<file path="src/rtl/mm_verify_ctl.sv">
// mm_verify_ctl
// MAC Merge verify/respond controller. It runs the verify handshake with the
// link partner: send a verify mPacket, then wait a bounded number of timebase
// ticks for a respond mPacket. It retries up to VERIFY_LIMIT times before it
// declares failure. Independently of that handshake, it answers every
// received verify mPacket with a respond mPacket.
//
// Optional feature macro: MM_VERIFY_AUTORETRY_EN
//   When defined, VERIFY_FAIL waits RETRY_TICKS ticks and then restarts the
//   whole sequence from INIT_VERIFICATION. When undefined, VERIFY_FAIL is
//   terminal until a force condition occurs.
//
// Ports
//   clk, reset_n        clock and asynchronous active-low reset
//   reset_begin         MAC Merge reset request (level, forces init)
//   link_fail           link down (level, forces init)
//   disable_verify      management disable of verification (level, forces init)
//   p_enable            preemption enabled (low forces init)
//   tick                one-cycle timebase strobe
//   verify_time         verify timeout in ticks, sampled on timer load
//   send_v / send_v_ack verify mPacket request / transmitted pulse
//   send_r / send_r_ack respond mPacket request / transmitted pulse
//   rcv_v, rcv_r        received verify / respond mPacket pulses
//   verified            verification succeeded
//   verify_fail         verification failed
//   verify_cnt          verify mPackets sent, saturating at VERIFY_LIMIT
//   state               current verify state, for debug
module mm_verify_ctl #(
  parameter int VERIFY_LIMIT = 3,
  parameter int TIMER_W      = 8,
  parameter int RETRY_TICKS  = 100,
  localparam int CW          = $clog2(VERIFY_LIMIT + 1)
) (
  input  logic               clk,
  input  logic               reset_n,
  input  logic               reset_begin,
  input  logic               link_fail,
  input  logic               disable_verify,
  input  logic               p_enable,
  input  logic               tick,
  input  logic [TIMER_W-1:0] verify_time,
  output logic               send_v,
  input  logic               send_v_ack,
  output logic               send_r,
  input  logic               send_r_ack,
  input  logic               rcv_v,
  input  logic               rcv_r,
  output logic               verified,
  output logic               verify_fail,
  output logic [CW-1:0]      verify_cnt,
  output logic [2:0]         state
);

  typedef enum logic [2:0] {
    INIT_VERIFICATION = 3'b000,
    VERIFICATION_IDLE = 3'b001,
    SEND_VERIFY       = 3'b010,
    WAIT_FOR_RESPONSE = 3'b011,
    VERIFIED          = 3'b100,
    VERIFY_FAIL       = 3'b101
  } state_t;

  localparam logic [CW-1:0] LIMIT_C = CW'(VERIFY_LIMIT);

  state_t             state_q, state_d;
  logic [TIMER_W-1:0] timer_q, timer_d;
  logic [CW-1:0]      cnt_q, cnt_d;
  logic               force_init;
  logic               respond_clr;
  logic               expired;

  // Force conditions: anything here sends the verify machine back to init.
  // disable_verify is left out of the respond clear so the peer is still answered.
  assign force_init  = reset_begin | link_fail | disable_verify | ~p_enable;
  assign respond_clr = reset_begin | link_fail | ~p_enable;

  // The timer expires on the tick that takes it from 1 to 0. The zero check
  // only covers a timer that was loaded with zero (RETRY_TICKS = 0).
  assign expired = (timer_q == '0) || (tick && (timer_q == TIMER_W'(1)));

  // Next-state logic for the verify sequence, including the timer and the attempt counter.
  always_comb begin
    state_d = state_q;
    timer_d = timer_q;
    cnt_d   = cnt_q;
    if (force_init) begin
      state_d = INIT_VERIFICATION;
    end else begin
      case (state_q)
        INIT_VERIFICATION: state_d = VERIFICATION_IDLE;
        VERIFICATION_IDLE: state_d = SEND_VERIFY;
        SEND_VERIFY: begin
          if (send_v_ack) begin
            state_d = WAIT_FOR_RESPONSE;
            cnt_d   = (cnt_q < LIMIT_C) ? cnt_q + CW'(1) : cnt_q;
            timer_d = (verify_time == '0) ? TIMER_W'(1) : verify_time;
          end
        end
        WAIT_FOR_RESPONSE: begin
          if (rcv_r) begin
            state_d = VERIFIED;
          end else if (expired) begin
            if (cnt_q < LIMIT_C) begin
              state_d = VERIFICATION_IDLE;
            end else begin
              state_d = VERIFY_FAIL;
`ifdef MM_VERIFY_AUTORETRY_EN
              timer_d = TIMER_W'(RETRY_TICKS);
`endif
            end
          end else if (tick) begin
            timer_d = timer_q - TIMER_W'(1);
          end
        end
        VERIFIED: state_d = VERIFIED;
        VERIFY_FAIL: begin
`ifdef MM_VERIFY_AUTORETRY_EN
          if (expired) begin
            state_d = INIT_VERIFICATION;
          end else if (tick) begin
            timer_d = timer_q - TIMER_W'(1);
          end
`else
          state_d = VERIFY_FAIL;
`endif
        end
        default: state_d = INIT_VERIFICATION;
      endcase
    end
    // Clear the counter and the timer together with the state. Then the debug
    // state and verify_cnt read back as a consistent pair.
    if (state_d == INIT_VERIFICATION) begin
      cnt_d   = '0;
      timer_d = '0;
    end
  end

  // Verify state register. The status outputs are registered from the next
  // state, so each output lines up with the state it describes.
  always_ff @(posedge clk or negedge reset_n) begin
    if (!reset_n) begin
      state_q     <= INIT_VERIFICATION;
      timer_q     <= '0;
      cnt_q       <= '0;
      send_v      <= 1'b0;
      verified    <= 1'b0;
      verify_fail <= 1'b0;
    end else begin
      state_q     <= state_d;
      timer_q     <= timer_d;
      cnt_q       <= cnt_d;
      send_v      <= (state_d == SEND_VERIFY);
      verified    <= (state_d == VERIFIED);
      verify_fail <= (state_d == VERIFY_FAIL);
    end
  end

  // Respond request. A new rcv_v beats a simultaneous ack, so a verify that
  // arrives while a respond is leaving still gets its own answer.
  always_ff @(posedge clk or negedge reset_n) begin
    if (!reset_n) begin
      send_r <= 1'b0;
    end else if (respond_clr) begin
      send_r <= 1'b0;
    end else if (rcv_v) begin
      send_r <= 1'b1;
    end else if (send_r_ack) begin
      send_r <= 1'b0;
    end
  end

  assign verify_cnt = cnt_q;
  assign state      = state_q;

endmodule

</file>
<file path="config.mk">
export PLATFORM = sky130hd
export DESIGN_NAME = mm_verify_ctl
export DESIGN_NICKNAME = d
export VERILOG_FILES = /design/src/rtl/mm_verify_ctl.sv
export SDC_FILE = /design/constraint.sdc
export NUM_CORES = 1
export LEC_CHECK = 0
export CAP_MARGIN = 20
export CORE_MARGIN = 4
export CORE_UTILIZATION = 48
export DETAILED_ROUTE_END_ITERATION = 8
export HOLD_SLACK_MARGIN = 0.02
export PLACE_DENSITY_LB_ADDON = 0.1
export REMOVE_ABC_BUFFERS = 1
export SYNTH_ARGS = -nofsm -noshare
export SYNTH_HDL_FRONTEND = slang
export SYNTH_SLANG_ARGS = --single-unit
</file>
<file path="constraint.sdc">
create_clock -name clk -period 2.7 [get_ports clk]
set_input_delay 0.54 -clock clk [delete_from_list [all_inputs] [get_ports clk]]
set_output_delay 0.54 -clock clk [all_outputs]
set_load 0.005 [all_outputs]
</file>
==> impl_metrics.env, run 1 <==
export IMPL_syn_area_sq_um=1110
export IMPL_clockBufferDepth=2
export IMPL_irDropWorstVdd_uv=219
export IMPL_netlist_top_cells_count="dfrtp_1 (17), nor2_1 (11), nand2_1 (9)"
export IMPL_areaGrowthSynthToFinish_pct=26.6
export IMPL_p_clk_share_pct=30.9
export IMPL_totalWireLength_um=2500
export IMPL_power_internal_mw=0.345
export IMPL_path_max_fanout=12
export IMPL_wl_met3_um=201
export IMPL_via_per_inst=5.80
export IMPL_setup_ws_ps=483
export IMPL_yosysTopAreaCell="dfrtp_1"
export IMPL_port_buffers=27
export IMPL_power_frac_comb_pct=12.0
export IMPL_drc_errors=0
export IMPL_cts_root_buf="clkbuf_4"
export IMPL_clk_insertion_delay_late_ps=300
export IMPL_syn_inst=115
export IMPL_power_frac_seq_pct=57.0
export IMPL_gp_congestion=0.780
export IMPL_fmax_ghz=0.451
export IMPL_drive_above_1_share_pct=12.1
export IMPL_htreeDepth=1
export IMPL_cts_setup_buffers=0
export IMPL_synth_warnings=0
export IMPL_switching_power_mw=0.106
export IMPL_tns_ps=0
export IMPL_crit_start="timer_q[0]"
export IMPL_core_area_sq_um=2210
export IMPL_clock_sinks=17
export IMPL_die_w_um=56.0
export IMPL_setup_viol=0
export IMPL_ys_ff_latch=17
export IMPL_io_pins=28
export IMPL_worst_pin_slew_ps=750
export IMPL_wl_met1_um=1140
export IMPL_synth_cell_types=44
export IMPL_crit_type="register to register"
export IMPL_detail_route_iter0_violations=27
export IMPL_fp_row_count=17
export IMPL_rsz0062_at_grt="false"
export IMPL_fillers=200
export IMPL_vias=981
export IMPL_worstReg2RegStart="timer_q[0]"
export IMPL_r2r_slack_ps=480
export IMPL_endpoint="timer_q[2]"
export IMPL_final_hold_violation_count=0
export IMPL_layout_nets=165
export IMPL_gr_usage_all_layers_pct=18.0
export IMPL_synth_edff_count=0
export IMPL_arrival_ps=2420
export IMPL_period_share_pct=82.1
export IMPL_power_density_nw_per_um2=322
export IMPL_clk_pin_slew_worst_paths_ps=100
export IMPL_grt_overflow=0
export IMPL_yosysMostFrequentCell="dfrtp_1"
export IMPL_dieArea_sq_um=3140
export IMPL_pre_cts_slack_ps=243
export IMPL_cts_tree="yes"
export IMPL_wl_per_cell_um=14.8
export IMPL_synth_area_leaders="dfrtp_1 (38%), ha_1 (4.5%), a32o_2 (4.1%)"
export IMPL_synth_avg_cell_area_sq_um=9.62
export IMPL_cp_required_ps=2900
export IMPL_die_y_um=56.0
export IMPL_antenna_found_initial=0
export IMPL_start_kind="register"
export IMPL_numCtsBuffers=3
export IMPL_status="finished clean"
export IMPL_ant_nets=0
export IMPL_dpl_hpwl_um=1870
export IMPL_wl_met2_um=1090
export IMPL_fin_skew_ps=4.69
export IMPL_synthArstFlopShare_pct=100
export IMPL_period_needed_ps=2220
export IMPL_drv_cap=0
export IMPL_diodes=0
export IMPL_grt_max_degree=18
export IMPL_synth_seq_area_share_pct=38.5
export IMPL_drv_slew=0
export IMPL_dr_pass1_iters=4
export IMPL_grt_pass1_wl_um=4470
export IMPL_synth_top_area_share_pct=38.5
export IMPL_hp_start="verify_cnt[1]"
export IMPL_ctsResizeCount=0
export IMPL_slew_headroom_pct=49.9
export IMPL_highest_layer="met4"
export IMPL_initial_core_util_pct=50.0
export IMPL_cellLeakagePower_nw=0.574
export IMPL_synthFlopType="dfrtp_1"
export IMPL_hp_class="register to register"
export IMPL_grt_pass1_vias=1015
export IMPL_cts_hold_buf=0
export IMPL_reg2regPathDepth=7
export IMPL_cp_end_kind="register"
export IMPL_reg2reg_to="timer_q[2]"
export IMPL_switching_share_pct=23.5
[kinds of logic after synthesis]
group	share of synthesized area (%)
AOI/OAI and AO/OA	24.3
xor gates and xnor gates	1.58
adders and majority gates	4.53
buffers and inverters	5.43
DFF	38.5
muxes	0.905
and+or+nand+nor	24.8
[how the worst min path moves through the flow]
stage          slack (ps)  depth (start not counted)             to
6_report              580                          2  verify_cnt[1]
5_1_grt               620                          2  verify_cnt[0]
4_1_cts               580                          1     timer_q[6]
3_5_place_dp          560                          1     timer_q[6]
3_3_place_gp          540                          2  verify_cnt[1]
2_1_floorplan         240                          0         send_r
[cell type report]
class	count	area, sq um	area share (%)
inverters	4	15.0	1.07
multi-input cells	88	621	44.3
flip-flops and latches	17	425	30.4
repair buffers	28	278	19.8
well taps	28	35.0	2.50
clock buffers	4	26.3	1.88
[metrics by stage]
stage / cell area [sq um] / cells / hold slack [ps] / utilization (%) / power [mW]
floorplan: 1060 / 109 / 244 / - / 0.278
global route: 1400 / 169 / 616 / 63.3 / 0.477
finish: 1400 / 169 / 582 / 63.3 / 0.451
CTS: 1400 / 169 / 584 / 63.3 / 0.456
global placement: 1370 / 165 / 542 / 62.1 / 0.317
detailed placement: 1370 / 165 / 561 / 62.1 / 0.317
[power by group through the flow]
| stage | Clock, mW | Combinational, mW | Sequential [mW] |
|---|---|---|---|
| floorplan | 0 | 0.0162 | 0.262 |
| global placement | 0 | 0.0542 | 0.262 |
| detailed placement | 0 | 0.0550 | 0.262 |
| CTS | 0.144 | 0.0552 | 0.257 |
| global route | 0.159 | 0.0596 | 0.258 |
| finish | 0.140 | 0.0543 | 0.257 |
[state kept, by name (all words and copies together), names as in the netlist]
name         flops
send_r           1
state            3
verify_fail      1
verify_cnt       2
timer_q          8
verified         1
send_v           1
[cells in the final DEF, fill, tap and decap left out, drive strengths merged, types with 3 or more instances in the layout]
| master | netlist | layout |
|---|---|---|
| a21oi | 7 | 7 |
| a32o | 6 | 6 |
| clkbuf | 0 | 4 |
| clkdlybuf4s50 | 0 | 27 |
| dfrtp | 17 | 17 |
| ha | 4 | 4 |
| inv | 4 | 4 |
| nand2 | 9 | 9 |
| nand2b | 3 | 3 |
| nor2 | 12 | 12 |
| nor3 | 8 | 8 |
| nor4 | 4 | 4 |
| o21ai | 6 | 6 |
[metal layers]
layer,global-route usage (%),vias up
li1,-,479
met1,23.6,454
met2,25.9,41
met3,5.34,7
met4,10.8,0
met5,0,-
[critical path, cell delays in order, from the launching register on]
cell	delay, ps
dfrtp_1	470
inv_1	90
ha_1	200
a21o_1	180
a31o_2	280
a21oi_2	430
o21ai_0	170
a32o_2	290
Power figures use the tool's default switching activity.
==> run 2: changes to the inputs <==
==> constraint.sdc (replaced) <==
create_clock -name clk -period 2.1 [get_ports clk]
set_input_delay 0.42 -clock clk [delete_from_list [all_inputs] [get_ports clk]]
set_output_delay 0.42 -clock clk [all_outputs]
set_load 0.005 [all_outputs]
==> impl_metrics.env, run 2 (synthesis results as in run 1) <==
export IMPL_fin_hold_ws_ps=457
export IMPL_initial_core_util_pct=50.0
export IMPL_worst_pin_slew_ps=366
export IMPL_port_buffers=27
export IMPL_detail_route_iter0_violations=22
export IMPL_crit_cells=6
export IMPL_rsz0062_at_grt="false"
export IMPL_fp_row_count=17
export IMPL_grt_max_degree=18
export IMPL_fin_skew_ps=2.16
export IMPL_p_total_mw=0.581
export IMPL_final_cell_mix="clkdlybuf4s50_1 (27), dfrtp_1 (17), nor2_1 (11), buf_4 (10), nand2_1 (9)"
export IMPL_worstPathCellList="inv_1 -> ha_1 -> or3b_2 -> or3_1 -> a21oi_2 -> a32o_2"
export IMPL_ff_latch_area_sq_um=425
export IMPL_drv_slew=0
export IMPL_cts_tree="yes"
export IMPL_totalWireLength_um=2670
export IMPL_regMostFlops="timer_q"
export IMPL_diodes=0
export IMPL_setup_ws_ps=125
export IMPL_final_hold_violation_count=0
export IMPL_worstReg2RegStart="timer_q[0]"
export IMPL_fmax_ghz=0.506
export IMPL_cp_top_family="simple AND/OR/NAND/NOR gates"
export IMPL_slowest_stage="or3b_2"
export IMPL_grt_overflow=0
export IMPL_place_area_sq_um=1440
export IMPL_period_needed_ps=1980
export IMPL_period_share_pct=94.1
export IMPL_vias=1012
export IMPL_dr_pass1_iters=4
export IMPL_slew_headroom_pct=75.4
export IMPL_drive_above_1_share_pct=17.3
export IMPL_grt_pass1_wl_um=4570
export IMPL_final_common_cell="clkdlybuf4s50_1"
export IMPL_tns_ps=0
export IMPL_crit_start="timer_q[0]"
export IMPL_wl_per_cell_um=15.0
export IMPL_io_pins=28
export IMPL_r2r_slack_ps=120
export IMPL_die_y_um=56.0
export IMPL_gp_congestion=0.792
export IMPL_arrival_ps=2200
export IMPL_path_max_fanout=7
export IMPL_finish_instance_area_sq_um=1470
export IMPL_cts_root_buf="clkbuf_4"
export IMPL_pre_cts_slack_ps=-70.5
export IMPL_gr_usage_all_layers_pct=18.0
export IMPL_drc_errors=0
export IMPL_crit_buf_inv=1
export IMPL_power_density_nw_per_um2=396
export IMPL_clock_sinks=17
export IMPL_dpl_hpwl_um=1970
export IMPL_cp_required_ps=2330
export IMPL_endpoint="timer_q[6]"
export IMPL_ant_nets=0
export IMPL_numPlacedInstances=174
export IMPL_clk_insertion_delay_late_ps=280
export IMPL_instances_no_fill=178
export IMPL_areaGrowthSynthToFinish_pct=32.7
export IMPL_clockBufferDepth=2
export IMPL_finish_utilization_pct=66.3
export IMPL_irDropWorstVdd_uv=293
export IMPL_fillers=180
export IMPL_die_w_um=56.0
export IMPL_htreeDepth=1
export IMPL_largest_register_ffs=8
export IMPL_start_kind="register"
export IMPL_setup_viol=0
export IMPL_clk_pin_slew_worst_paths_ps=100
export IMPL_crit_type="register to register"
export IMPL_multiInputGateArea_sq_um=621
export IMPL_via_per_inst=5.69
export IMPL_numCtsBuffers=3
export IMPL_core_area_sq_um=2210
export IMPL_reg2regPathDepth=6
export IMPL_cts_hold_buf=0
export IMPL_ctsResizeCount=0
export IMPL_status="finished clean"
export IMPL_dieArea_sq_um=3140
export IMPL_cp_end_kind="register"
export IMPL_layout_nets=174
export IMPL_cts_setup_buffers=0
export IMPL_antenna_found_initial=0
export IMPL_hp_class="primary input to async pin"
export IMPL_grt_pass1_vias=1019
export IMPL_cellLeakagePower_nw=0.617
export IMPL_slowest_delay_ps=510
export IMPL_drv_cap=0
export IMPL_reg2reg_to="timer_q[6]"
==> run 2: worst min path at each step <==
stage	startpoint	slack [ps]	depth (start not counted)	endpoint
finish	reset_n	460	2	timer_q[4]
CTS	reset_n	460	2	timer_q[4]
global route	reset_n	470	2	timer_q[7]
detailed placement	verify_cnt[1]	550	2	verify_cnt[1]
floorplan	reset_n	120	0	send_r
global placement	timer_q[6]	540	1	timer_q[6]
==> run 2: area by class of cell <==
cell class / count / share of cell area, %
Sequential cell: 17 / 29.0
Inverter: 4 / 1.02
Timing Repair Buffer: 37 / 23.5
Clock buffer: 4 / 1.79
Multi-Input combinational cell: 88 / 42.3
Tap cell: 28 / 2.39
==> run 2: per-layer routing <==
| layer | wire length (um) | vias to the layer above | global-route usage [%] |
|---|---|---|---|
| met2 | 1200 | 31 | 28.0 |
| met1 | 1300 | 477 | 25.0 |
| met5 | 0 | - | 0 |
| met3 | 158 | 2 | 3.02 |
| met4 | 20 | 0 | 6.44 |
| li1 | - | 502 | - |
==> run 2: power by group <==
group / switching (mW) / leakage [nW] / internal, mW / total (mW)
clock: 0.100 / 0.0150 / 0.0737 / 0.174
combinational: 0.0319 / 0.365 / 0.0456 / 0.0774
sequential: 0.00101 / 0.237 / 0.328 / 0.329
total: 0.133 / 0.617 / 0.447 / 0.581
